### config.mk
export PLATFORM = sky130hd
export DESIGN_NAME = oven_display_ctrl
export DESIGN_NICKNAME = d
export VERILOG_FILES = /design/src/rtl/oven_disp_pkg.sv /design/src/rtl/bin2bcd_seq.sv /design/src/rtl/sevseg.sv /design/src/rtl/oven_display_ctrl.sv
export SDC_FILE = /design/constraint.sdc
export NUM_CORES = 1
export LEC_CHECK = 0
export ABC_AREA = 0
export ABC_CLOCK_PERIOD_IN_PS = 3320
export BUFFER_PORTS_ARGS = -buffer_cell sky130_fd_sc_hd__buf_2
export CELL_PAD_IN_SITES_DETAIL_PLACEMENT = 1
export CELL_PAD_IN_SITES_GLOBAL_PLACEMENT = 1
export CORE_MARGIN = 4
export CORE_UTILIZATION = 40
export DETAILED_ROUTE_END_ITERATION = 10
export PLACE_DENSITY_LB_ADDON = 0.2
export SYNTH_ARGS = -nofsm -noshare
export SYNTH_HDL_FRONTEND = slang
export SYNTH_SLANG_ARGS = --single-unit
### constraint.sdc
create_clock -name clk -period 3.32 [get_ports clk]
set_input_delay 0.498 -clock clk [delete_from_list [all_inputs] [get_ports clk]]
set_output_delay 0.498 -clock clk [all_outputs]
set_load 0.01 [all_outputs]
### src/rtl/oven_disp_pkg.sv
// rtl/oven_disp_pkg.sv - shared types and constants for the oven display controller
package oven_disp_pkg;

    typedef enum logic {
        IDLE = 1'b0,
        CONV = 1'b1
    } state_t;

    localparam logic [5:0] BLANK_CODE = 6'h3F;
    localparam logic [6:0] MAX_MINS   = 7'd99;
    localparam logic [6:0] MAX_SECS   = 7'd59;
    localparam int         CONV_STEPS = 7;

    function automatic logic [6:0] sat7(input logic [6:0] v, input logic [6:0] lim);
        return (v > lim) ? lim : v;
    endfunction

endpackage

### src/rtl/bin2bcd_seq.sv
// rtl/bin2bcd_seq.sv - 7-bit sequential double-dabble binary to two-digit BCD engine
module bin2bcd_seq
    import oven_disp_pkg::*;
(
    input  logic       clk,
    input  logic       rst,
    input  logic       start,
    input  logic [6:0] bin,
    output logic       done,
    output logic [3:0] tens,
    output logic [3:0] ones
);

    // {tens, ones, remaining binary}; binary bits shift up into the BCD nibbles
    logic [14:0] sr_q;
    logic [14:0] sr_adj;
    logic [14:0] sr_nxt;
    logic [2:0]  step_q;
    logic        run_q;

    always_comb begin
        sr_adj = sr_q;
        if (sr_q[14:11] >= 4'd5) sr_adj[14:11] = sr_q[14:11] + 4'd3;
        if (sr_q[10:7]  >= 4'd5) sr_adj[10:7]  = sr_q[10:7]  + 4'd3;
        sr_nxt = sr_adj << 1;
    end

    // done and the result are combinational so the caller can latch the
    // finished digits on the same edge that performs the final step
    assign done = run_q && (step_q == 3'(CONV_STEPS - 1));
    assign tens = sr_nxt[14:11];
    assign ones = sr_nxt[10:7];

    always_ff @(posedge clk) begin
        if (rst) begin
            sr_q   <= '0;
            step_q <= '0;
            run_q  <= 1'b0;
        end else if (start) begin
            sr_q   <= {8'h00, bin};
            step_q <= '0;
            run_q  <= 1'b1;
        end else if (run_q) begin
            sr_q   <= sr_nxt;
            step_q <= step_q + 3'd1;
            if (done) run_q <= 1'b0;
        end
    end

endmodule

### src/rtl/sevseg.sv
// rtl/sevseg.sv - active-low seven-segment decoder, {g..a}, codes 0-9, all others blank
module sevseg (
    input  logic [5:0] code,
    output logic [6:0] seg
);

    always_comb begin
        seg = 7'b1111111;
        case (code)
            6'd0: seg = 7'b1000000;
            6'd1: seg = 7'b1111001;
            6'd2: seg = 7'b0100100;
            6'd3: seg = 7'b0110000;
            6'd4: seg = 7'b0011001;
            6'd5: seg = 7'b0010010;
            6'd6: seg = 7'b0000010;
            6'd7: seg = 7'b1111000;
            6'd8: seg = 7'b0000000;
            6'd9: seg = 7'b0010000;
            default: seg = 7'b1111111;
        endcase
    end

endmodule

### src/rtl/oven_display_ctrl.sv
// rtl/oven_display_ctrl.sv - MM:SS multiplexed display sequencer with BCD conversion, blink and colon
module oven_display_ctrl
    import oven_disp_pkg::*;
#(
    parameter int SCAN_DIV  = 50000,
    parameter int BLINK_DIV = 250
) (
    input  logic       clk,
    input  logic       rst,
    input  logic       load,
    input  logic [6:0] mins,
    input  logic [5:0] secs,
    input  logic       blink_en,
    input  logic       colon_en,
    output logic       busy,
    output logic [3:0] an,
    output logic [6:0] seg,
    output logic       dp
);

    localparam int PW = $clog2(SCAN_DIV);
    localparam int FW = $clog2(BLINK_DIV + 1);

    state_t state_q;
    state_t state_d;
    logic   start;
    logic   conv_done;

    logic       m_done;
    logic       s_done;
    logic [3:0] m_tens_n;
    logic [3:0] m_ones_n;
    logic [3:0] s_tens_n;
    logic [3:0] s_ones_n;

    logic [3:0] m_tens_q;
    logic [3:0] m_ones_q;
    logic [3:0] s_tens_q;
    logic [3:0] s_ones_q;

    logic [PW-1:0] presc_q;
    logic [1:0]    idx_q;
    logic [FW-1:0] frame_q;
    logic          phase_q;
    logic          slot_wrap;
    logic          frame_wrap;
    logic          blanked;
    logic [5:0]    digit_code;

    assign conv_done = m_done & s_done;

    always_comb begin
        state_d = state_q;
        start   = 1'b0;
        case (state_q)
            IDLE: begin
                if (load) begin
                    start   = 1'b1;
                    state_d = CONV;
                end
            end
            CONV: begin
                if (conv_done) state_d = IDLE;
            end
            default: state_d = IDLE;
        endcase
    end

    always_ff @(posedge clk) begin
        if (rst) state_q <= IDLE;
        else     state_q <= state_d;
    end

    assign busy = (state_q == CONV);

    bin2bcd_seq u_conv_mins (
        .clk   (clk),
        .rst   (rst),
        .start (start),
        .bin   (sat7(mins, MAX_MINS)),
        .done  (m_done),
        .tens  (m_tens_n),
        .ones  (m_ones_n)
    );

    bin2bcd_seq u_conv_secs (
        .clk   (clk),
        .rst   (rst),
        .start (start),
        .bin   (sat7({1'b0, secs}, MAX_SECS)),
        .done  (s_done),
        .tens  (s_tens_n),
        .ones  (s_ones_n)
    );

    // all four digits commit together so the display never shows a mix
    always_ff @(posedge clk) begin
        if (rst) begin
            m_tens_q <= '0;
            m_ones_q <= '0;
            s_tens_q <= '0;
            s_ones_q <= '0;
        end else if (busy && conv_done) begin
            m_tens_q <= m_tens_n;
            m_ones_q <= m_ones_n;
            s_tens_q <= s_tens_n;
            s_ones_q <= s_ones_n;
        end
    end

    assign slot_wrap  = (presc_q == PW'(SCAN_DIV - 1));
    assign frame_wrap = slot_wrap && (idx_q == 2'd3);

    always_ff @(posedge clk) begin
        if (rst) begin
            presc_q <= '0;
            idx_q   <= '0;
            frame_q <= '0;
            phase_q <= 1'b0;
        end else begin
            presc_q <= slot_wrap ? '0 : presc_q + PW'(1);
            if (slot_wrap) idx_q <= idx_q + 2'd1;
            if (frame_wrap) begin
                if (frame_q == FW'(BLINK_DIV - 1)) begin
                    frame_q <= '0;
                    phase_q <= ~phase_q;
                end else begin
                    frame_q <= frame_q + FW'(1);
                end
            end
        end
    end

    assign blanked = blink_en && phase_q;

    always_comb begin
        digit_code = BLANK_CODE;
        case (idx_q)
            2'd0: digit_code = {2'b00, s_ones_q};
            2'd1: digit_code = {2'b00, s_tens_q};
            2'd2: digit_code = {2'b00, m_ones_q};
            2'd3: digit_code = (m_tens_q == 4'd0) ? BLANK_CODE : {2'b00, m_tens_q};
            default: digit_code = BLANK_CODE;
        endcase
    end

    sevseg u_sevseg (
        .code (digit_code),
        .seg  (seg)
    );

    assign an = blanked ? 4'b1111 : ~(4'b0001 << idx_q);
    assign dp = ~((idx_q == 2'd2) && colon_en && !blanked);

endmodule
# Yosys cells after proc, flatten, opt, wreduce, memory -nomap -nowiden
# Memories as Yosys holds them, arrays and structs flattened.
# Cells that the tools add are included.
# op_classes
muxes	25
shifts	1
n_eq_ne	7
bitwise_logic	5
n_reduce_logical	16
n_addsub	9
n_lt_le_gt_ge	6
# op_table
cell	count
2-to-1 mux 7 bit	6
case mux 6 bit (4 select lines)	1
adder 16 x 1 -> 16 bit, second input constant	1
equality test 16 bit, second input constant	1
>= comparator 4 x 3 -> 1 bit, second input constant	4
2-to-1 mux 4 bit	3
2-to-1 mux 6 bit	2
2-to-1 mux 1 bit	9
adder 4 x 2 -> 4 bit, second input constant	2
adder 8 x 1 -> 8 bit, second input constant	1
equality test 8 bit, second input constant	1
2-to-1 mux 8 bit	1
> comparator 7 bit, second input constant	1
logical AND 1 bit	7
adder 3 x 1 -> 3 bit, second input constant	2
adder 3 x 2 -> 3 bit, second input constant	2
equality test 3 bit, second input constant	2
> comparator 6 bit, second input constant	1
2-to-1 mux 3 bit	2
equality test 2 bit, second input constant	2
logical NOT 2 bit	2
logical NOT 4 bit	1
inverter 4 bit	1
nonzero test 2 bit	2
9 further kinds	12
# totals
reg_bits	82
memories	1
input_bits	18
mem_bits_ro	112
elab_cells	87
# memory_table
name	words	width	rd	rd_clocked_by_memory_dff	write_ports	line	source
(name not given)	16	7	1	0	0	sevseg.sv:9	case (code)

# Longest topological paths before layout
# Gate-level depths: netlist of run 1.
# depth
word_depth	5
mapped_depth	8
ltp_nobuf	8

# By module
# A second synthesis of run 1 with hierarchy kept.
# unflattened
cells_unflattened	559
hier_area_um2	4489.3
# by_module_without_submodules
module	n_inst	cells_per_inst	seq_area_each_um2	area_each_um2
oven_display_ctrl	1	269	880.8	2150.8
bin2bcd_seq	2	131	380.4	1068.5
sevseg	1	28	0.0	201.4

# Worst setup path before layout of run 1
# Ideal clock, no wire load.
# synth_path
path_type	register to output
startpoint	reg idx_q[0]
endpoint	out seg[3]
setup_slack_ns	0.647
arrival_time_ns	2.175
stages_incl_launch_ff	7
path_cell_list	dfxtp_1 ha_1 or4b_1 o21ba_4 a22o_1 ha_1 a221o_1
# synth_between
elab_chain_len	4
# synth_lines
item	line	source
from (decl)	oven_display_ctrl.sv:42	logic [1:0] idx_q;
from (signal assigned)	oven_display_ctrl.sv:122	if (slot_wrap) idx_q <= idx_q + 2'd1;
equality test 2 bit, or another cell as far along	oven_display_ctrl.sv:138	case (idx_q)
case mux 6 bit (4 select lines) (*)	oven_display_ctrl.sv:138	
memory (16 x 7 bit) or logical NOT 2 bit (tied branches)	-	
2-to-1 mux 7 bit (*)	sevseg.sv:9	
to (decl)	oven_display_ctrl.sv:17	output logic [6:0] seg,
# Mark *: on every way between the ends. The rest lies on a longest branch, timed or not.

# Worst setup path after layout of run 1
# layout_path
startpoint	reg idx_q[1]
endpoint	out seg[3]
# The elaborated chain is that of the path after synthesis.

==> tab_implementation.tex, run 1 <==
\begin{tabular}{lr}
\hline
Metric & Value \\
\hline
\multicolumn{2}{l}{\textbf{Logic synthesis}} \\
\quad Number of unique standard cell types used by synthesis & 46 \\
\quad Post-synth top area cell & sky130\_fd\_sc\_hd\_\_dfxtp\_1 \\
\quad Primary flip-flop cell chosen by synthesis mapping & sky130\_fd\_sc\_hd\_\_dfxtp\_1 \\
\quad Instance count of the mapped netlist & 474 \\
\quad Count of state elements after synthesis & 82 \\
\quad Synthesized area per cell & 8.566 µm² \\
\quad Fraction of post-synthesis cell area in the top cell type by area & $\sim$40\% \\
\quad Total standard cell area after synthesis & slightly above 4000 µm² \\
\quad Synth warnings & 0 \\
\quad Fraction of registers with async set or reset after synthesis & 0\% \\
\quad Part of the Yosys area used for sequential elements & between 40 and 50\% \\
\quad Area contributors post-synth & sky130\_fd\_sc\_hd\_\_dfxtp\_1 40\%, sky130\_fd\_sc\_hd\_\_mux2i\_1 7.6\%, sky130\_fd\_sc\_hd\_\_ha\_1 7.1\% \\
\quad Number of nets in the synthesized netlist & 515 \\
\quad Number of enable-type register cells in the synthesized netlist & 0 \\
\multicolumn{2}{l}{\textbf{Drt}} \\
\quad Drt total wl & around 9.0 mm \\
\quad Vias after detailed routing & around 3300 \\
\quad Average wire length per cell after detail routing & 14.23 µm \\
\quad Routed Antenna Nets & 0 \\
\quad Detailed Routing Iterations Pass 1 & 4 \\
\quad DRC marker count from the first detailed-route iteration & $\sim$100 \\
\quad DR DRC count & 0 \\
\quad Via density per instance & between 5 and 6 \\
\multicolumn{2}{l}{\textbf{Clocking}} \\
\quad \# Post-CTS Setup Buffers & 0 \\
\quad Clock edge transition at the registers on the reported setup and hold paths & around 0.080 ns \\
\quad Sink Count & 82 \\
\quad Later-pin clock latency in the skew report & roughly 0.36 ns \\
\quad Post-CTS Hold Buffers & 0 \\
\quad Number of clock buffers inserted by TritonCTS & 9 \\
\quad Number of buffers on the longest clock path & 2 \\
\quad Clock tree from TritonCTS & done \\
\quad Level count of the clock H-tree & 3 \\
\quad Root Driver & sky130\_fd\_sc\_hd\_\_clkbuf\_8 \\
\multicolumn{2}{l}{\textbf{Die}} \\
\quad Vertical die dimension & about 110 µm \\
\quad I/O pin total & 31 \\
\quad DIE WIDTH & 108.8 µm \\
\quad Starting Density & 41.35\% \\
\quad Placement Rows & 36 \\
\quad Die area & about 12000 µm² \\
\quad Core box area & approximately 9800 µm² \\
\multicolumn{2}{l}{\textbf{Setup path}} \\
\quad Max stage delay cell, worst path & sky130\_fd\_sc\_hd\_\_or4b\_1 \\
\quad Largest stage delay, worst path & roughly 0.5 ns \\
\quad RR Startpoint & presc\_q[0] \\
\quad Crit Path Class & reg2out \\
\quad Buffering stage count on the worst path with inverters included & 1 \\
\quad Required arrival time at the worst endpoint & $\sim$2.8 ns \\
\quad Most frequent cell on the critical path & sky130\_fd\_sc\_hd\_\_ha\_1 \\
\quad Kind of start point of the critical path & flip-flop \\
\quad Worst path depth & 7 \\
\quad Critical path peak fanout & 5 \\
\quad CP endpoint kind & output port \\
\quad Worst reg2reg path endpoint & frame\_q[1] \\
\quad Minimum setup slack among reg-to-reg paths & between 1 and 1.5 ns \\
\quad Crit path max-delay family & compound AO/OA/AOI/OAI gates \\
\quad Cell Chain, Critical Path & ha\_1 -> or4b\_1 -> o21ba\_4 -> a22o\_1 -> ha\_1 -> a221o\_1 -> buf\_2 \\
\quad Worst path arrival time & $\sim$2.7 ns \\
\quad Worst r2r path cells & 6 \\
\multicolumn{2}{l}{\textbf{GRT}} \\
\quad Gr usage total & between 10\% and 20\% \\
\quad Met1 global-route usage & 20.67\% \\
\quad Maximum number of pins on one net before global-route repair & 38 \\
\quad Number of antenna violations at the first check in global routing & 0 \\
\quad GR peak layer & met2 \\
\quad Overflow left after global routing & 0 \\
\quad Wire length of the first global-routing pass & 16.20 mm \\
\quad GR met2 Demand/Resource & 29.52\% \\
\quad Via count of the first global-routing pass & around 3600 \\
\quad GR Layer Usage met3 & about 2.5\% \\
\multicolumn{2}{l}{\textbf{Timing}} \\
\quad Final critical-path share of the clock period & a little over nine tenths \\
\quad RSZ-0062 raised after global routing & no \\
\quad Actual slew at the worst max-slew pin & roughly 0.76 ns \\
\quad Final Critical Period & roughly 3.2 ns \\
\quad Skew final & $\sim$0.015 ns \\
\quad Worst relative slew slack & roughly 50\% \\
\quad Fmax & about 0.31 GHz \\
\quad Final Hold Fails & 0 \\
\quad Final count of pins violating max slew & 0 \\
\quad Endpoints failing setup & 0 \\
\quad Summed negative setup slack over all endpoints & 0 ns \\
\multicolumn{2}{l}{\textbf{Final layout}} \\
\quad Commonest non-fill, non-tap cell in the layout & sky130\_fd\_sc\_hd\_\_dfxtp\_1 \\
\quad Layout area overhead & 11.90\% \\
\quad Final standard cell utilization of the core & around 46\% \\
\quad Nets & roughly 540 \\
\quad Fillers & about 1200 \\
\quad Share of layout cells above drive strength 1 & 11.55\% \\
\quad Highest-count cells in the layout ignoring fill and taps & 81 x sky130\_fd\_sc\_hd\_\_dfxtp\_1, 73 x sky130\_fd\_sc\_hd\_\_nor2\_1, 57 x sky130\_fd\_sc\_hd\_\_nand2\_1, 31 x sky130\_fd\_sc\_hd\_\_mux2i\_1, 30 x sky130\_fd\_sc\_hd\_\_buf\_2 \\
\quad Number of antenna diodes & 0 \\
\multicolumn{2}{l}{\textbf{Placement}} \\
\quad Detailed Place HPWL & between 6 and 7 mm \\
\quad Buffers added on ports & 30 \\
\quad Placer congestion estimate & just under 0.8 \\
\multicolumn{2}{l}{\textbf{Run}} \\
\quad Max-cap violation count & 0 \\
\multicolumn{2}{l}{\textbf{Run status}} \\
\quad Result of the run & completed \\
\multicolumn{2}{l}{\textbf{Power and ir drop}} \\
\quad Largest voltage drop on the vdd net & 0.0001625 V \\
\quad Leak Pwr & about 1.7 nW \\
\quad Pwr/cell area & about 430 nW/µm² \\
\multicolumn{2}{l}{\textbf{Worst hold path}} \\
\quad HP Start & mins[4] \\
\quad Worst hold-check path type & in2reg \\
\quad Min-Delay Path Depth & 3 \\
\quad End point of the most critical hold path & u\_conv\_mins.sr\_q[4] \\
\hline
\end{tabular}
-- worst min-delay path: stages --
cell and delay, ns:
sky130_fd_sc_hd__buf_2 0.09, sky130_fd_sc_hd__nand2_1 0.04, sky130_fd_sc_hd__o21ai_0 0.06
-- routing by layer --
| metal | vias up | wire length, µm |
|---|---|---|
| met5 | - | 0 |
| met4 | 0 | 184 |
| met3 | 14 | 213 |
| met2 | 32 | 4308 |
| met1 | 1594 | 4329 |
| li1 | 1663 | - |
-- synth_stat cells (all sizes together), types with 7 or more instances --
| master | n |
|---|---|
| dfxtp | 82 |
| nor2 | 74 |
| nand2 | 57 |
| mux2i | 31 |
| a21oi | 27 |
| ha | 23 |
| inv | 22 |
| clkbuf | 20 |
| xor2 | 19 |
| nand3 | 15 |
| xnor2 | 12 |
| a211oi | 10 |
| o21ai | 9 |
| nand2b | 8 |
| and3 | 7 |
| nand4 | 7 |
| nor2b | 7 |
-- how the worst max path moves through the flow --
stage | slack (ns) | endpoint | start
5_1_grt | 0.006 | seg[3] | idx_q[1]
3_5_place_dp | 0.47 | seg[3] | idx_q[0]
3_3_place_gp | 0.54 | seg[3] | idx_q[0]
2_1_floorplan | 0.65 | seg[3] | idx_q[0]
4_1_cts | 0.06 | seg[3] | idx_q[0]
6_report | 0.10 | seg[3] | idx_q[1]
-- cells by family (layout without fill, tap and decap cells) --
kind of cell | count (synthesis) | in the layout | share of synthesized area, %
compound gates | 68 | 68 | 11.74
xor+xnor | 31 | 31 | 6.687
fa+ha+maj | 23 | 23 | 7.088
buf+inv | 46 | 74 | 4.499
flops | 82 | 82 | 40.43
mux | 32 | 32 | 7.920
simple gates | 192 | 192 | 21.63
-- where the power goes --
part	internal, W	switching (W)
logic	0.0000531	0.0000754
registers	0.00101	0.0000172
clock network	0.000445	0.000366
total	0.00150	0.000459
-- cell type report --
| class | count | area (µm²) | area share, % |
|---|---|---|---|
| multi-input combinational | 346 | 2236 | 49.21 |
| sequential | 82 | 1643 | 36.16 |
| timing repair buffer | 36 | 195.2 | 4.296 |
| tap | 133 | 166.4 | 3.663 |
| clock buffer | 12 | 145.1 | 3.195 |
| inverter | 22 | 82.58 | 1.818 |
| clock inverter | 4 | 75.07 | 1.652 |
-- stage by stage --
step / power [W] / worst slack [ns] / instances / hold WS (ns) / instance area (µm²)
final: 0.001964 / 0.1026 / 635 / 0.3582 / 4543
after global routing: 0.002049 / 0.006061 / 635 / 0.3740 / 4543
after detailed placement: 0.001178 / 0.4717 / 619 / 0.4517 / 4322
after global placement: 0.001172 / 0.5400 / 619 / 0.4396 / 4322
after CTS: 0.001990 / 0.06325 / 635 / 0.3437 / 4542
after floorplan: 0.001137 / 0.6470 / 474 / 0.4261 / 4060
-- sequential cells by signal (all words and copies together) (netlist names), 2 cells and up --
register	flops
m_tens_q	4
idx_q	2
m_ones_q	4
s_tens_q	4
u_conv_secs.step_q	3
u_conv_secs.sr_q	15
u_conv_mins.sr_q	15
frame_q	8
presc_q	16
u_conv_mins.step_q	3
s_ones_q	4
-- timing repair --
action	4_1_cts	5_1_grt
gates resized for setup	0	1
setup endpoints to repair	0	1
endpoints found under the hold margin	0	0
(Power assumes the default switching activity.)
==> inputs of run 2 (changes only) <==
--- a/config.mk
+++ b/config.mk
@@ -13,6 +13,7 @@
 export CORE_MARGIN = 4
 export CORE_UTILIZATION = 40
 export DETAILED_ROUTE_END_ITERATION = 10
+export GPL_TIMING_DRIVEN = 0
 export PLACE_DENSITY_LB_ADDON = 0.2
 export SYNTH_ARGS = -nofsm -noshare
 export SYNTH_HDL_FRONTEND = slang
==> constraint.sdc (replaced) <==
create_clock -name clk -period 3.32 [get_ports clk]
set_input_delay 0.664 -clock clk [delete_from_list [all_inputs] [get_ports clk]]
set_output_delay 0.664 -clock clk [all_outputs]
set_load 0.01 [all_outputs]
==> tab_implementation.tex, run 2 (synthesized netlist as in run 1, its figures left out) <==
\begin{tabular}{lr}
\hline
Metric & Value \\
\hline
\multicolumn{2}{l}{\textbf{Clocking}} \\
\quad Number of clock buffers inserted by TritonCTS & 9 (unchanged) \\
\quad Level count of the clock H-tree & 3 (unchanged) \\
\quad Later-pin clock latency in the skew report & 0.36 ns (about the same) \\
\quad Sink Count & 82 (unchanged) \\
\quad Root Driver & sky130\_fd\_sc\_hd\_\_clkbuf\_8 (unchanged) \\
\quad Clock tree from TritonCTS & done (unchanged) \\
\quad Post-CTS Hold Buffers & 0 (unchanged) \\
\quad Number of buffers on the longest clock path & 2 (unchanged) \\
\quad Clock edge transition at the registers on the reported setup and hold paths & 0.08 ns (about the same) \\
\multicolumn{2}{l}{\textbf{Timing}} \\
\quad Final worst slack & 0.09501 ns (was 0.1026 ns) \\
\quad Post-route worst hold slack & 0.4608 ns (was 0.3582 ns) \\
\quad Endpoints failing setup & 0 (unchanged) \\
\quad Skew final & 0.008502 ns (was 0.01459 ns) \\
\quad Final critical-path share of the clock period & 97.14\% (was 96.91\%) \\
\quad Final count of pins violating max slew & 0 (unchanged) \\
\quad RSZ-0062 raised after global routing & yes (was no) \\
\quad Actual slew at the worst max-slew pin & 0.6604 ns (was 0.7650 ns) \\
\quad Final Hold Fails & 0 (unchanged) \\
\quad Worst relative slew slack & 55.98\% (was 49.00\%) \\
\quad Fmax & 0.3101 GHz (was 0.3108 GHz) \\
\quad Final Critical Period & 3.225 ns (was 3.217 ns) \\
\multicolumn{2}{l}{\textbf{Final layout}} \\
\quad Layout area overhead & 13.74\% (was 11.90\%) \\
\quad Number of antenna diodes & 0 (unchanged) \\
\quad Biggest regs & presc\_q (16), u\_conv\_mins.sr\_q (15), u\_conv\_secs.sr\_q (15) (unchanged) \\
\quad Biggest register & presc\_q (unchanged) \\
\quad Non-filler cells, final & 655 (was 635) \\
\quad Number of flip-flops under the largest register name & 16 (unchanged) \\
\quad Share of layout cells above drive strength 1 & 12.45\% (was 11.55\%) \\
\quad Commonest non-fill, non-tap cell in the layout & sky130\_fd\_sc\_hd\_\_dfxtp\_1 (unchanged) \\
\quad Final standard cell utilization of the core & 47.03\% (was 46.27\%) \\
\quad Nets & 559 (was 538) \\
\quad Highest-count cells in the layout ignoring fill and taps & 80 x sky130\_fd\_sc\_hd\_\_dfxtp\_1, 73 x sky130\_fd\_sc\_hd\_\_nor2\_1, 57 x sky130\_fd\_sc\_hd\_\_nand2\_1, 33 x sky130\_fd\_sc\_hd\_\_buf\_2, 31 x sky130\_fd\_sc\_hd\_\_mux2i\_1 (was 81 x sky130\_fd\_sc\_hd\_\_dfxtp\_1, 73 x sky130\_fd\_sc\_hd\_\_nor2\_1, 57 x sky130\_fd\_sc\_hd\_\_nand2\_1, 31 x sky130\_fd\_sc\_hd\_\_mux2i\_1, 30 x sky130\_fd\_sc\_hd\_\_buf\_2) \\
\multicolumn{2}{l}{\textbf{GRT}} \\
\quad Gr usage total & 18.27\% (was 16.99\%) \\
\quad Overflow left after global routing & 0 (unchanged) \\
\quad Wire length of the first global-routing pass & 17.05 mm (was 16.20 mm) \\
\quad Maximum number of pins on one net before global-route repair & 13 (was 38) \\
\quad Via count of the first global-routing pass & 3540 (was 3561) \\
\quad Number of antenna violations at the first check in global routing & 0 (unchanged) \\
\multicolumn{2}{l}{\textbf{Power and ir drop}} \\
\quad Leak Pwr & 1.769 nW (was 1.745 nW) \\
\quad Pwr/cell area & 394.5 nW/µm² (was 432.2 nW/µm²) \\
\quad Largest voltage drop on the vdd net & 0.0001891 V (was 0.0001625 V) \\
\multicolumn{2}{l}{\textbf{Die}} \\
\quad I/O pin total & 31 (unchanged) \\
\quad Core box area & 9819 µm² (unchanged) \\
\quad DIE WIDTH & 108.8 µm (unchanged) \\
\quad Placement Rows & 36 (unchanged) \\
\quad Starting Density & 41.35\% (unchanged) \\
\quad Die area & 11830 µm² (unchanged) \\
\quad Vertical die dimension & 108.8 µm (unchanged) \\
\multicolumn{2}{l}{\textbf{Run status}} \\
\quad Result of the run & completed (unchanged) \\
\multicolumn{2}{l}{\textbf{Setup path}} \\
\quad Cell Chain, Critical Path & inv\_1 -> ha\_2 -> a222oi\_1 -> nand2\_1 -> mux2\_2 -> ha\_1 -> o32a\_1 -> buf\_2 (was ha\_1 -> or4b\_1 -> o21ba\_4 -> a22o\_1 -> ha\_1 -> a221o\_1 -> buf\_2) \\
\quad Largest stage delay, worst path & 0.38 ns (was 0.49 ns) \\
\quad RR Startpoint & presc\_q[0] (unchanged) \\
\quad Kind of start point of the critical path & flip-flop (unchanged) \\
\quad Required arrival time at the worst endpoint & 2.66 ns (was 2.82 ns) \\
\quad Worst path arrival time & 2.56 ns (was 2.72 ns) \\
\quad CP endpoint kind & output port (unchanged) \\
\quad Worst reg2reg path endpoint & presc\_q[10] (was frame\_q[1]) \\
\quad Capture point of the worst path & seg[5] (was seg[3]) \\
\quad Max stage delay cell, worst path & sky130\_fd\_sc\_hd\_\_dfxtp\_4 (was sky130\_fd\_sc\_hd\_\_or4b\_1) \\
\quad Minimum setup slack among reg-to-reg paths & 1.08 ns (was 1.32 ns) \\
\quad Critical path peak fanout & 5 (unchanged) \\
\quad Crit Path Class & reg2out (unchanged) \\
\quad Launching element of the worst setup path & idx\_q[1] (unchanged) \\
\quad Worst r2r path cells & 8 (was 6) \\
\multicolumn{2}{l}{\textbf{Drt}} \\
\quad Via density per instance & 5.177 (was 5.202) \\
\quad Average wire length per cell after detail routing & 15.01 µm (was 14.23 µm) \\
\quad Detailed Routing Iterations Pass 1 & 5 (was 4) \\
\quad Vias after detailed routing & 3391 (was 3303) \\
\quad DR DRC count & 0 (unchanged) \\
\quad DRC marker count from the first detailed-route iteration & 128 (was 103) \\
\quad Routed Antenna Nets & 0 (unchanged) \\
\quad Drt total wl & 9.829 mm (was 9.036 mm) \\
\multicolumn{2}{l}{\textbf{Placement}} \\
\quad DP Cell Count & 637 (was 619) \\
\quad Detailed Place HPWL & 7.172 mm (was 6.522 mm) \\
\quad Placer congestion estimate & 0.7336 (was 0.7705) \\
\quad Buffers added on ports & 30 (unchanged) \\
\quad Dpl ws & 0.2354 ns (was 0.4717 ns) \\
\multicolumn{2}{l}{\textbf{Worst hold path}} \\
\quad Worst hold-check path type & reg2reg (was in2reg) \\
\multicolumn{2}{l}{\textbf{Run}} \\
\quad Max-cap violation count & 0 (unchanged) \\
\hline
\end{tabular}
==> run 2: how the worst min path moves through the flow <==
stage                      startpoint          end  slack (ns)  cells after the start
final                     s_ones_q[0]  s_ones_q[0]        0.46                      2
after global routing      m_ones_q[0]  m_ones_q[0]        0.49                      2
after CTS                 s_ones_q[0]  s_ones_q[0]        0.46                      2
after detailed placement  s_ones_q[0]  s_ones_q[0]        0.45                      2
after global placement     presc_q[0]   presc_q[0]        0.44                      1
after floorplan            presc_q[0]   presc_q[0]        0.43                      1
==> run 2: area by class of cell <==
class / instances / area, µm²
buffer: 24 / 101.3
clock buffer: 12 / 155.1
clock inverter: 3 / 15.01
fill: 1221 / 5201
inverter: 22 / 82.58
multi-input combinational: 346 / 2276
sequential: 82 / 1649
tap: 133 / 166.4
timing repair buffer: 33 / 172.7
==> run 2: worst max-delay path: cells and delay by family, from the launching register on <==
family                     cells  cell delay (ns)
adders and majority gates      2             0.45
and+or+nand+nor                1             0.09
buffers and inverters          2             0.23
AOI/OAI and AO/OA              2             0.71
muxes                          1             0.35
DFF                            1             0.38
==> run 2: report_power, final <==
part / leakage, nW / internal (W) / switching (W)
sequential: 0.667 / 0.00101 / 0.0000170
clock: 0.0920 / 0.000305 / 0.000357
combinational: 1.01 / 0.0000537 / 0.0000839
==> run 2: per-layer routing <==
metal / GRT usage [%] / wire, µm
met3: 3.612 / 257
met4: 6.763 / 157
met5: 0 / 0
met2: 31.20 / 4829
met1: 22.78 / 4585
==> run 2: through the flow <==
step | TNS (ns) | area [µm²] | power [W]
floorplan | 0 | 4060 | 0.001137
global route | -0.03850 | 4618 | 0.001915
detailed placement | 0 | 4377 | 0.001186
CTS | 0 | 4577 | 0.001847
global placement | 0 | 4377 | 0.001179
finish | 0 | 4618 | 0.001822
==> run 2: timing repair <==
action | in CTS | in global routing
buffers inserted | 0 | 3
hold endpoints to repair | 0 | 0
pin swaps | 0 | 3
setup endpoints to repair | 4 | 3
gates resized for setup | 7 | 6
